$ cat src/rtl/multicycle_control_unit.sv
// Multicycle RV32I control FSM: sequences fetch, decode, execute,
// memory and writeback over a shared memory port and a single ALU.
module multicycle_control_unit #(
    parameter int ALU_CTRL_W    = 3,
    parameter bit MEM_HANDSHAKE = 1'b1
) (
    input  logic                  clk,
    input  logic                  rst,
    input  logic [6:0]            opcode,
    input  logic [2:0]            funct3,
    input  logic                  funct7_5,
    input  logic                  zero_flag,
    input  logic                  mem_ready,
    output logic                  pc_write,
    output logic                  adr_src,
    output logic                  mem_req,
    output logic                  mem_write,
    output logic                  ir_write,
    output logic [1:0]            result_src,
    output logic [1:0]            alu_src_a,
    output logic [1:0]            alu_src_b,
    output logic [2:0]            imm_src,
    output logic                  reg_write,
    output logic [ALU_CTRL_W-1:0] alu_control,
    output logic                  illegal
);

    typedef enum logic [3:0] {
        S_FETCH,
        S_DECODE,
        S_MEMADR,
        S_MEMREAD,
        S_MEMWB,
        S_MEMWRITE,
        S_EXECR,
        S_EXECI,
        S_ALUWB,
        S_BRANCH,
        S_JAL,
        S_LUI,
        S_TRAP
    } state_t;

    localparam logic [2:0] ALU_ADD = 3'b000;
    localparam logic [2:0] ALU_SUB = 3'b001;
    localparam logic [2:0] ALU_AND = 3'b010;
    localparam logic [2:0] ALU_OR  = 3'b011;
    localparam logic [2:0] ALU_SLT = 3'b101;

    state_t state;
    state_t state_next;

    logic       ready;
    logic       is_lw;
    logic       is_sw;
    logic       is_r;
    logic       is_i;
    logic       is_br;
    logic       is_jal;
    logic       is_lui;
    logic       br_ok;
    logic       br_take;
    logic [2:0] funct_op;
    logic [2:0] alu_op;

    assign ready  = MEM_HANDSHAKE ? mem_ready : 1'b1;
    assign is_lw  = (opcode == 7'b0000011);
    assign is_sw  = (opcode == 7'b0100011);
    assign is_r   = (opcode == 7'b0110011);
    assign is_i   = (opcode == 7'b0010011);
    assign is_br  = (opcode == 7'b1100011);
    assign is_jal = (opcode == 7'b1101111);
    assign is_lui = (opcode == 7'b0110111);

    // Only beq and bne are implemented; other branch kinds trap.
    assign br_ok   = (funct3 == 3'b000) || (funct3 == 3'b001);
    assign br_take = ((funct3 == 3'b000) && zero_flag)
                  || ((funct3 == 3'b001) && !zero_flag);

    always_comb begin
        funct_op = ALU_ADD;
        unique case (funct3)
            3'b000: funct_op = (opcode[5] && funct7_5) ? ALU_SUB : ALU_ADD;
            3'b010: funct_op = ALU_SLT;
            3'b110: funct_op = ALU_OR;
            3'b111: funct_op = ALU_AND;
            default: funct_op = ALU_ADD;
        endcase
    end

    always_ff @(posedge clk or posedge rst) begin
        if (rst) begin
            state <= S_FETCH;
        end else begin
            state <= state_next;
        end
    end

    always_comb begin
        state_next = state;
        pc_write   = 1'b0;
        adr_src    = 1'b0;
        mem_req    = 1'b0;
        mem_write  = 1'b0;
        ir_write   = 1'b0;
        result_src = 2'b00;
        alu_src_a  = 2'b00;
        alu_src_b  = 2'b00;
        reg_write  = 1'b0;
        alu_op     = ALU_ADD;
        illegal    = 1'b0;

        imm_src = 3'b000;
        if (is_sw) begin
            imm_src = 3'b001;
        end else if (is_br) begin
            imm_src = 3'b010;
        end else if (is_jal) begin
            imm_src = 3'b011;
        end else if (is_lui) begin
            imm_src = 3'b100;
        end

        unique case (state)
            S_FETCH: begin
                mem_req    = 1'b1;
                alu_src_b  = 2'b10;
                result_src = 2'b10;
                ir_write   = ready;
                pc_write   = ready;
                if (ready) begin
                    state_next = S_DECODE;
                end
            end
            S_DECODE: begin
                alu_src_a = 2'b01;
                alu_src_b = 2'b01;
                if (is_lw || is_sw) begin
                    state_next = S_MEMADR;
                end else if (is_r) begin
                    state_next = S_EXECR;
                end else if (is_i) begin
                    state_next = S_EXECI;
                end else if (is_br) begin
                    state_next = S_BRANCH;
                end else if (is_jal) begin
                    state_next = S_JAL;
                end else if (is_lui) begin
                    state_next = S_LUI;
                end else begin
                    state_next = S_TRAP;
                end
            end
            S_MEMADR: begin
                alu_src_a  = 2'b10;
                alu_src_b  = 2'b01;
                state_next = opcode[5] ? S_MEMWRITE : S_MEMREAD;
            end
            S_MEMREAD: begin
                adr_src = 1'b1;
                mem_req = 1'b1;
                if (ready) begin
                    state_next = S_MEMWB;
                end
            end
            S_MEMWB: begin
                result_src = 2'b01;
                reg_write  = 1'b1;
                state_next = S_FETCH;
            end
            S_MEMWRITE: begin
                adr_src   = 1'b1;
                mem_req   = 1'b1;
                mem_write = 1'b1;
                if (ready) begin
                    state_next = S_FETCH;
                end
            end
            S_EXECR: begin
                alu_src_a  = 2'b10;
                alu_src_b  = 2'b00;
                alu_op     = funct_op;
                state_next = S_ALUWB;
            end
            S_EXECI: begin
                alu_src_a  = 2'b10;
                alu_src_b  = 2'b01;
                alu_op     = funct_op;
                state_next = S_ALUWB;
            end
            S_ALUWB: begin
                result_src = 2'b00;
                reg_write  = 1'b1;
                state_next = S_FETCH;
            end
            S_BRANCH: begin
                alu_src_a  = 2'b10;
                alu_src_b  = 2'b00;
                alu_op     = ALU_SUB;
                pc_write   = br_ok && br_take;
                state_next = br_ok ? S_FETCH : S_TRAP;
            end
            S_JAL: begin
                alu_src_a  = 2'b01;
                alu_src_b  = 2'b10;
                pc_write   = 1'b1;
                state_next = S_ALUWB;
            end
            S_LUI: begin
                alu_src_a  = 2'b11;
                alu_src_b  = 2'b01;
                state_next = S_ALUWB;
            end
            S_TRAP: begin
                illegal    = 1'b1;
                state_next = S_TRAP;
            end
            default: begin
                state_next = S_FETCH;
            end
        endcase

        // Architectural enables stay off while reset is held.
        if (rst) begin
            pc_write = 1'b0;
            ir_write = 1'b0;
        end
    end

    assign alu_control = ALU_CTRL_W'(alu_op);

endmodule

$ cat config.mk
export PLATFORM = sky130hd
export DESIGN_NAME = multicycle_control_unit
export DESIGN_NICKNAME = d
export VERILOG_FILES = /design/src/rtl/multicycle_control_unit.sv
export SDC_FILE = /design/constraint.sdc
export NUM_CORES = 1
export LEC_CHECK = 0
export ABC_AREA = 0
export BUFFER_PORTS_ARGS = -buffer_cell sky130_fd_sc_hd__buf_2
export CAP_MARGIN = 10
export CELL_PAD_IN_SITES_DETAIL_PLACEMENT = 0
export CELL_PAD_IN_SITES_GLOBAL_PLACEMENT = 1
export CORE_ASPECT_RATIO = 1.25
export CORE_MARGIN = 4
export CORE_UTILIZATION = 31
export DETAILED_ROUTE_END_ITERATION = 16
export PLACE_DENSITY = 0.9
export SYNTH_ARGS = -nofsm -noshare
export SYNTH_HDL_FRONTEND = slang
export SYNTH_SLANG_ARGS = --single-unit
$ cat constraint.sdc
create_clock -name clk -period 1.4 [get_ports clk]
set_input_delay 0.21 -clock clk [delete_from_list [all_inputs] [get_ports clk]]
set_output_delay 0.21 -clock clk [all_outputs]
set_load 0.03 [all_outputs]
Word level (Yosys, flattened, before mapping)

Cells that the tools add are included.
W data, S select, Z words.

Bits in registers: 4
Word-level logic and storage cells: 78
Output and inout port bits: 19

Reduce and logical (&&, ||, !) cells: 20
Equality and inequality tests: 26
Multiplexer cells: 31

Operators by type and width:

| operator             | count |
|---|---|
| $pmux W4 S8          | 1 |
| $mux W4              | 7 |
| $mux W3              | 8 |
| $eq A7 B6 Y1 const B | 3 |
| $eq A4 B4 Y1 const B | 5 |
| $eq A4 B3 Y1 const B | 4 |
| $eq A7 B7 Y1 const B | 2 |
| $pmux W3 S4          | 1 |
| $reduce_or A4 Y1     | 3 |
| $reduce_or A2 Y1     | 5 |
| $mux W1              | 9 |
| $eq A4 B2 Y1 const B | 2 |
| $pmux W2 S2          | 2 |
| $eq A7 B2 Y1 const B | 1 |
| $eq A7 B5 Y1 const B | 1 |
| $eq A3 B3 Y1 const B | 2 |
| $ne A2 B2 Y1 const B | 3 |
| $pmux W2 S3          | 1 |
| $pmux W3 S2          | 1 |
| $eq A4 B1 Y1 const B | 1 |
| $logic_and A1 B1 Y1  | 4 |
| $logic_not A4 Y1     | 1 |
| $eq A3 B1 Y1 const B | 1 |
| $eq A3 B2 Y1 const B | 1 |
| 6 further kinds      | 8 |

Depth between registers and ports, before layout

Gate-level depths: netlist of run 1.

Depth after elaboration: 8
Depth in mapped cells: 5

Worst setup path after synthesis of run 1

No wires, ideal clock.

Kind: register to output
From: register state[1]
To: output ir_write
Setup slack: -0.881 ns
Stages on the path, launching flop included: 4
Buffers on the path: 1
Arrival time: 2.071 ns
Path through: dfrtp_1 > buf_6 > nor4_1 > and3_1

Word-level cells in the longest chain between the ends: 3

RTL lines:

| element                | line | source |
|---|---|---|
| start, declared        | 50   | `state_t state;` |
| start signal, assigned | 95   | `state <= state_next;` |
| $logic_not A4 Y1       | 124  | `unique case (state)` |
| $mux W1                | 124  |  |
| $mux W1                | 224  | `if (rst) begin` |
| end, declared          | 18   | `output logic ir_write,` |

No other way between the ends.

Final worst setup path of run 1

From: register state[1]
To: output alu_src_b[1]

Word-level cells in the longest chain between the ends: 3
Elaborated cells between the ends (all ways): 9
Those cells by class: eq/ne: 5; mux: 1; reduce/logical: 3

RTL lines:

| element                                                        | line | source |
|---|---|---|
| $eq A4 B1 Y1, or another cell as far along                     | 124  |  |
| $reduce_or A4 Y1 (no line) or $reduce_or A2 Y1 (tied branches) | n/a  |  |
| $pmux W2 S2 (*)                                                | 124  |  |
| end, declared                                                  | 21   | `output logic [1:0] alu_src_b,` |

Mark *: on every way between the ends. The rest lies on a longest branch, timed or not.

==> results of run 1 <==
[Yosys cell counts (2+ instances only)]
cell type / instances / area, sq um
nor3_1: 13 / 65.1
nor2_1: 8 / 30.0
a21oi_1: 7 / 35.0
buf_6: 7 / 78.8
nand2_1: 7 / 26.3
inv_1: 5 / 18.8
o21ai_0: 5 / 25.0
a31oi_1: 4 / 25.0
dfrtp_1: 4 / 100
nand2b_1: 3 / 18.8
nand3_1: 3 / 15.0
xnor2_1: 3 / 26.3
nand3b_1: 2 / 15.0
nor2b_1: 2 / 12.5
o32ai_1: 2 / 17.5
o41ai_1: 2 / 17.5
or3b_1: 2 / 17.5
[power groups by stage]
stage          Combinational (mW)  Clock (mW)  Sequential (mW)
6_report                     2.02       0.151            0.231
3_3_place_gp                 1.51           0            0.231
4_1_cts                      1.87       0.155            0.222
3_5_place_dp                 1.53           0            0.232
5_1_grt                      2.14       0.158            0.232
2_1_floorplan                1.10           0            0.185
[final cells by class]
cell class	count	area share, %
clock buffer	3	1.58
inverter	6	1.93
multi-input combinational	86	50.8
sequential	4	7.37
tap	31	2.72
timing repair buffer	66	35.6
[per-stage QoR]
step | total power, mW | setup TNS, ns
2_1_floorplan | 1.29 | -0.753
3_3_place_gp | 1.74 | -0.661
3_5_place_dp | 1.76 | -0.935
4_1_cts | 2.24 | -3.72
5_1_grt | 2.53 | -4.79
6_report | 2.41 | -3.91
[cells by family (layout without fill, tap and decap cells)]
logic type             count (synthesis)  after routing  share of synthesized area [%]
XOR/XNOR                               4              4                           4.68
multiplexers                           1              1                           1.50
AO/OA/AOI/OAI                         30             30                           26.7
flip-flops                             4              4                           13.4
AND/OR/NAND/NOR                       51             51                           38.4
buffers and inverters                 14             75                           15.4
[tightest hold or removal path, stage by stage]
cell,delay (ns)
buf_2,0.13
nand2_1,0.06
o31ai_1,0.07
o32ai_1,0.08
[repair_timing]
item / in CTS / in global routing
hold endpoints to repair: 4 / 0
resized for setup: 39 / 14
endpoints found under the setup margin: 19 / 19
pin swaps: 6 / 3
setup buffers: 5 / 0
hold buffers: 1 / 0
[worst max-delay path by stage]
| stage | to | cells after the start |
|---|---|---|
| 3_3_place_gp | state[2] | 6 |
| 4_1_cts | pc_write | 5 |
| 5_1_grt | pc_write | 5 |
| 3_5_place_dp | pc_write | 5 |
| 6_report | alu_src_b[1] | 4 |
| 2_1_floorplan | ir_write | 3 |
[per-layer routing]
layer	share of wire (%)	vias up	track usage (%)
met2	57	46	35.7
li1	-	512	-
met5	0	-	0
met3	4.3	9	0.239
met1	36	495	18.6
met4	2.8	0	6.89
==> reports/metrics.cfg, run 1 <==
[clocking]
cts-root-buf=clkbuf_4
clk_path_buf_depth=2
tritoncts=done
path_clk_slew_ns=0.04
htree_num_levels=1
clock_latency_ns=0.25
clock_sinks=4
numCtsBuffers=3

[pwr]
combPwrFrac_pct=84.1
clock_power_share_pct=6.3
p_leak_nw=0.648
internal-power_mw=1.20
power_density_mw_per_mm2=1690
peakVddDrop_v=0.000817
p_sw_mw=1.21
pwr-share-seq_pct=9.6
switching_share_pct=50.1

[global_route]
antenna_found_initial=0
gr-total-overflow=0
grt_usage_pct=17.9
grt_max_degree=11
grt_pass1_vias=1072
grt_pass1_wl_mm=4.60

[place]
portBuffers=33
gp_congestion=0.838
dpl.cell_count=187
placed_area_sq_mm=0.00115
hpwlAfterDp_mm=2.01
dp_slack_ns=-0.157

[detailed_routing]
avgRoutedWirePerCell_microns=15.5
ant_nets=0
drc=0
viasPerCell=5.42
drtPass1Iterations=4
wl_mm=3.04
vias=1062
drt_iter0_markers=36

[worst_setup_path]
worstSetupPathType=flip-flop to output port
start_kind=flip-flop
crit_start=state[1]
worst-path-buf-inv=2
worstPathRequired_ns=1.19
reg2reg_from=state[1]
cp.arrival_ns=1.55
path_max_fanout=7
crit_chain=inv_1, o211ai_1, a21oi_2, buf_4
end_kind=output port
ff2ff_setup_slack_ns=-0.08
cp_top_family=buffers and inverters
cpPeakStageDelay_ns=0.43
r2r-end=state[2]
ff2ff_path_depth=5
cp_slowest_cell=dfrtp_2

[floorplanning]
dieArea_sq_mm=0.00327
die_x_microns=52.0
initial_core_util_pct=33.2
die-height_microns=63.0
num_io_pins=34
fp.coreArea_sq_mm=0.00226
rows=19

[synthesis]
synth_top_flop_cell=dfrtp_1
ys_seq_area_share_pct=13.4
syn-instance-count=104
syn_nets=119
synth_cell_type_count=42
synth_area_sq_um=749
yosys_warnings=0
avgSynthCellArea_sq_um=7.21
synth-seq-cells=4
synth_edf_count=0
synthArstFlopShare_pct=100

[sta]
hold_violations=0
worstMarginPinSlew_ns=0.360
hold_slack_ns=0.358
slew_violations=0
fin_ws_ns=-0.356
setup_viol=17
skew_ns=0.00905
relSlewSlack_pct=76.0
period_minus_slack_ns=1.76
rsz0062_at_grt=true
fin_crit_sh_pct=125
fmax_ghz=0.570

[cells_and_area]
final_cell_mix=34 x buf_4, 18 x buf_2, 11 x buf_6
utilization_pct=63.1
regMostFlops=state
seqCellArea_sq_um=105
multi_input_area_sq_um=724
final_common_cell=buf_4
largest_reg_flops=4
syn_to_final_growth_pct=90.2
final_nets=182
drive_gt1_share_pct=63.6
reg_top3=state x4
fin_area_sq_mm=0.00143
n_fill_cell=186
antenna_cells=0
instances_no_fill=196

[worst_hold_path]
holdPathEnd=state[2]
worstHoldStart=mem_ready
min-delay-path-class=primary input to flip-flop
min_path_cells=4

[run_status]
violations=negative setup slack
status=finished with violations

[run]
cap_violations=0

No activity file was read; power rests on OpenSTA's default activity.
==> run 2: changes to the inputs <==
--- a/config.mk
+++ b/config.mk
@@ -6,7 +6,7 @@
 export NUM_CORES = 1
 export LEC_CHECK = 0
 export ABC_AREA = 0
-export BUFFER_PORTS_ARGS = -buffer_cell sky130_fd_sc_hd__buf_2
+export BUFFER_PORTS_ARGS = -buffer_cell sky130_fd_sc_hd__clkbuf_2
 export CAP_MARGIN = 10
 export CELL_PAD_IN_SITES_DETAIL_PLACEMENT = 0
 export CELL_PAD_IN_SITES_GLOBAL_PLACEMENT = 1
==> reports/metrics.cfg, run 2 (synthesis gave the netlist of run 1 again) <==
[detailed_routing]
drtPass1Iterations=4
avgRoutedWirePerCell_microns=18.1
drc=0
drt_iter0_markers=26
ant_nets=0
viasPerCell=5.59
vias=1129
wl_mm=3.65

[run]
cap_violations=0

[cells_and_area]
largest_reg_flops=4
final_cell_mix=30 x buf_4, 18 x clkbuf_2, 10 x nor3_2
fin_area_sq_mm=0.00163
syn_to_final_growth_pct=117
final_nets=188
antenna_cells=0
drive_gt1_share_pct=69.0
final_common_cell=buf_4
regMostFlops=state
reg_top3=state x4
n_fill_cell=151
instances_no_fill=202

[run_status]
violations=negative setup slack
status=finished with violations

[sta]
tns_ns=-4.20
hold_violations=0
setup_viol=17
relSlewSlack_pct=75.9
fin_ws_ns=-0.358
skew_ns=0.00125
fin_crit_sh_pct=126
fmax_ghz=0.569
hold_slack_ns=0.373
slew_violations=0
worstMarginPinSlew_ns=0.359
rsz0062_at_grt=true
period_minus_slack_ns=1.76

[worst_setup_path]
crit_chain=nand2b_4, o41ai_4, a21oi_2, nor3_2, clkbuf_8
cp.arrival_ns=1.55
start_kind=flip-flop
ff2ff_path_depth=6
cp_slowest_cell=dfrtp_1
end_kind=output port
cpPeakStageDelay_ns=0.39
r2r-end=state[2]
path_max_fanout=3
worstPathRequired_ns=1.19
reg2reg_from=state[2]
cp_top_family=compound AO/OA/AOI/OAI gates
worstSetupPathType=flip-flop to output port
ff2ff_setup_slack_ns=-0.12
worst-path-buf-inv=1

[pwr]
power_density_mw_per_mm2=1740
peakVddDrop_v=0.000946
p_leak_nw=0.719
power_mw=2.82

[global_route]
grt_max_degree=10
grt_pass1_vias=1095
grt_usage_pct=19.7
gr-total-overflow=0
antenna_found_initial=0
grt_pass1_wl_mm=5.00

[worst_hold_path]
holdPathEnd=state[0]
min-delay-path-class=primary input to flip-flop
min_path_cells=5
worstHoldStart=opcode[0]

[clocking]
htree_num_levels=1
clock_sinks=4
clock_latency_ns=0.24
path_clk_slew_ns=0.04
tritoncts=done
numCtsBuffers=3
clk_path_buf_depth=2
cts-root-buf=clkbuf_4

[place]
portBuffers=33
gp_congestion=0.801
placed_area_sq_mm=0.00118
hpwlAfterDp_mm=2.05
dpl.cell_count=191

[floorplanning]
initial_core_util_pct=33.2
die-height_microns=63.0
num_io_pins=34
dieArea_sq_mm=0.00327
rows=19
fp.coreArea_sq_mm=0.00226
die_x_microns=52.0

## run 2: changes by cell type in the layout (fill, tap and decap cells not counted), moves of 2 or more
cell,change
inv_4,-2
a31oi_1,-2
buf_8,+5
o21ai_1,+3
nor3_1,-3
clkbuf_8,+7
buf_6,-2
o21ai_0,-4
buf_2,-18
buf_4,-4
nor3_2,+3
clkbuf_2,+18
a31oi_4,+2
## run 2: layer usage
layer / part of all wire [%] / global-route usage [%] / up-vias / wire length [microns]
met5: 0 / 0 / - / 0
met3: 4.5 / 0.477 / 16 / 166
li1: - / - / 525 / -
met4: 4.5 / 8.85 / 0 / 165
met2: 57 / 38.5 / 53 / 2080
met1: 34 / 20.4 / 535 / 1240
## run 2: worst max path at each step
stage	from	to	depth (start not counted)
2_1_floorplan	state[3]	ir_write	3
4_1_cts	state[1]	alu_control[0]	4
5_1_grt	state[1]	pc_write	5
3_3_place_gp	state[2]	ir_write	4
3_5_place_dp	state[0]	pc_write	5
6_report	state[1]	pc_write	5
## run 2: repair_timing
action	CTS	global route
buffers inserted	4	5
pin swaps	4	6
gates resized for setup	51	39
hold buffers	1	0
setup endpoints to repair	18	20
hold endpoints to repair	4	0
## run 2: area by class of cell
| cell class | count | area, sq um | share of cell area [%] |
|---|---|---|---|
| Tap cell | 31 | 38.8 | 2.39 |
| Clock buffer | 3 | 22.5 | 1.39 |
| Inverter | 6 | 38.8 | 2.39 |
| Sequential cell | 4 | 104 | 6.39 |
| Timing Repair Buffer | 72 | 626 | 38.5 |
| Multi-Input combinational cell | 86 | 796 | 49.0 |
## run 2: worst min-delay path, delay by kind of cell
kind	cells	cell delay [ns]
buffers and inverters	1	0.10
and+or+nand+nor	3	0.18
AOI/OAI and AO/OA	1	0.07
## run 2: through the flow
stage               util, %  worst slack, ns
floorplan                 -           -0.245
global placement       52.4           -0.104
detailed placement     52.4           -0.146
CTS                    63.9           -0.307
global route           72.0           -0.428
finish                 72.0           -0.358
## run 2: report_power, final
part | switching (mW) | internal [mW] | total (mW)
Sequential | 0.0812 | 0.159 | 0.241
Clock | 0.0478 | 0.0959 | 0.144
Combinational | 1.25 | 1.19 | 2.44
==> run 3: changes to the inputs <==
--- a/config.mk
+++ b/config.mk
@@ -7,7 +7,6 @@
 export LEC_CHECK = 0
 export ABC_AREA = 0
 export BUFFER_PORTS_ARGS = -buffer_cell sky130_fd_sc_hd__clkbuf_2
-export CAP_MARGIN = 10
 export CELL_PAD_IN_SITES_DETAIL_PLACEMENT = 0
 export CELL_PAD_IN_SITES_GLOBAL_PLACEMENT = 1
 export CORE_ASPECT_RATIO = 1.25
==> constraint.sdc (replaced) <==
create_clock -name clk -period 1.4 [get_ports clk]
set_input_delay 0.21 -clock clk [delete_from_list [all_inputs] [get_ports clk]]
set_output_delay 0.21 -clock clk [all_outputs]
set_load 0.05 [all_outputs]
==> reports/metrics.cfg, run 3 (synthesis gave the netlist of run 1 again) <==
[clocking]
cts-root-buf=clkbuf_4
clock_latency_ns=0.24
tritoncts=done
clk_path_buf_depth=2
path_clk_slew_ns=0.04
numCtsBuffers=3
clock_sinks=4
htree_num_levels=1

[sta]
fmax_ghz=0.534
period_minus_slack_ns=1.87
slew_violations=0
fin_ws_ns=-0.472
relSlewSlack_pct=69.5
tns_ns=-6.25
setup_viol=18
fin_crit_sh_pct=134
hold_violations=0
worstMarginPinSlew_ns=0.453
rsz0062_at_grt=true
skew_ns=0.000605

[global_route]
gr-total-overflow=0
antenna_found_initial=0
grt_pass1_wl_mm=5.81
grt_max_degree=11
grt_usage_pct=23.5
grt_pass1_vias=1197

[worst_setup_path]
crit_chain=buf_4, buf_6, clkinvlp_4, o41ai_4, buf_12
cp_slowest_cell=o41ai_4
path_max_fanout=6
end_kind=output port
worstSetupPathType=flip-flop to output port
cp.arrival_ns=1.66
start_kind=flip-flop
ff2ff_setup_slack_ns=-0.35
cpPeakStageDelay_ns=0.45
cp_top_family=buffers and inverters
worst-path-buf-inv=4
worstPathRequired_ns=1.19

[cells_and_area]
antenna_cells=0
largest_reg_flops=4
final_common_cell=buf_4
utilization_pct=83.0
regMostFlops=state
instances_no_fill=211
reg_top3=state x4
fin_area_sq_mm=0.00187
n_fill_cell=109
final_cell_mix=38 x buf_4, 14 x clkbuf_2, 10 x buf_12
final_nets=197
syn_to_final_growth_pct=150
drive_gt1_share_pct=71.1

[run_status]
status=finished with violations
violations=negative setup slack

[detailed_routing]
drc=0
drtPass1Iterations=4
vias=1207
drt_iter0_markers=34
viasPerCell=5.72
avgRoutedWirePerCell_microns=20.0
wl_mm=4.22
ant_nets=0

[place]
dpl.cell_count=194
placed_area_sq_mm=0.00144
hpwlAfterDp_mm=2.32
gp_congestion=0.904
portBuffers=33
dp_slack_ns=-0.308

[pwr]
peakVddDrop_v=0.00153
power_density_mw_per_mm2=1870
p_leak_nw=0.798

[floorplanning]
die_x_microns=52.0
dieArea_sq_mm=0.00327
rows=19
initial_core_util_pct=33.2
die-height_microns=63.0
num_io_pins=34
fp.coreArea_sq_mm=0.00226

[run]
cap_violations=0

[worst_hold_path]
min-delay-path-class=primary input to flip-flop

## run 3: cell type report
type	count	area (sq um)	share of cell area [%]
Multi-Input combinational cell	86	873	46.6
Timing Repair Buffer	81	807	43.1
Sequential cell	4	104	5.54
Tap cell	31	38.8	2.07
Inverter	6	28.8	1.54
Clock buffer	3	22.5	1.20
## run 3: worst paths after layout
path                       startpoint              to  depth (start not counted)
setup / recovery             state[1]  alu_control[0]                          5
hold / removal              mem_ready        state[0]                          3
setup reg to reg             state[1]        state[2]                          8
hold reg to reg              state[3]        state[1]                          2
max in group asynchronous         rst        state[3]                          3
min in group asynchronous         rst        state[0]                          3
## run 3: where the power goes
part,switching [mW],internal (mW),leakage [nW]
registers,0.101,0.159,0.0483
clock network,0.0596,0.0968,0.0138
logic,1.62,1.46,0.736
total,1.79,1.71,0.798
## run 3: stage by stage
| stage | hold WS [ns] | total power [mW] |
|---|---|---|
| after floorplan | -0.0154 | 1.66 |
| after global placement | 0.134 | 2.47 |
| after detailed placement | 0.132 | 2.51 |
| after CTS | 0.357 | 3.08 |
| after global routing | 0.416 | 3.62 |
| final | 0.394 | 3.50 |
## run 3: tightest hold or removal path, cell delays in order
cell and delay [ns]:
clkbuf_2 0.14, o21ai_1 0.14, o22ai_1 0.10
## run 3: metal layers
layer | wire length, microns | part of all wire [%] | global-route usage, % | up-vias
met5 | 0 | 0 | 0 | -
met4 | 278 | 6.6 | 15.1 | 0
li1 | - | - | - | 547
met2 | 2190 | 52 | 43.1 | 77
met1 | 1490 | 35 | 23.8 | 563
met3 | 257 | 6.1 | 2.15 | 20
## run 3: what timing repair did
action / in CTS / in global routing
setup endpoints to repair: 18 / 22
buffers inserted: 8 / 6
hold buffers: 1 / 0
pin swaps: 11 / 12
hold endpoints to repair: 4 / 0
resized for setup: 39 / 31
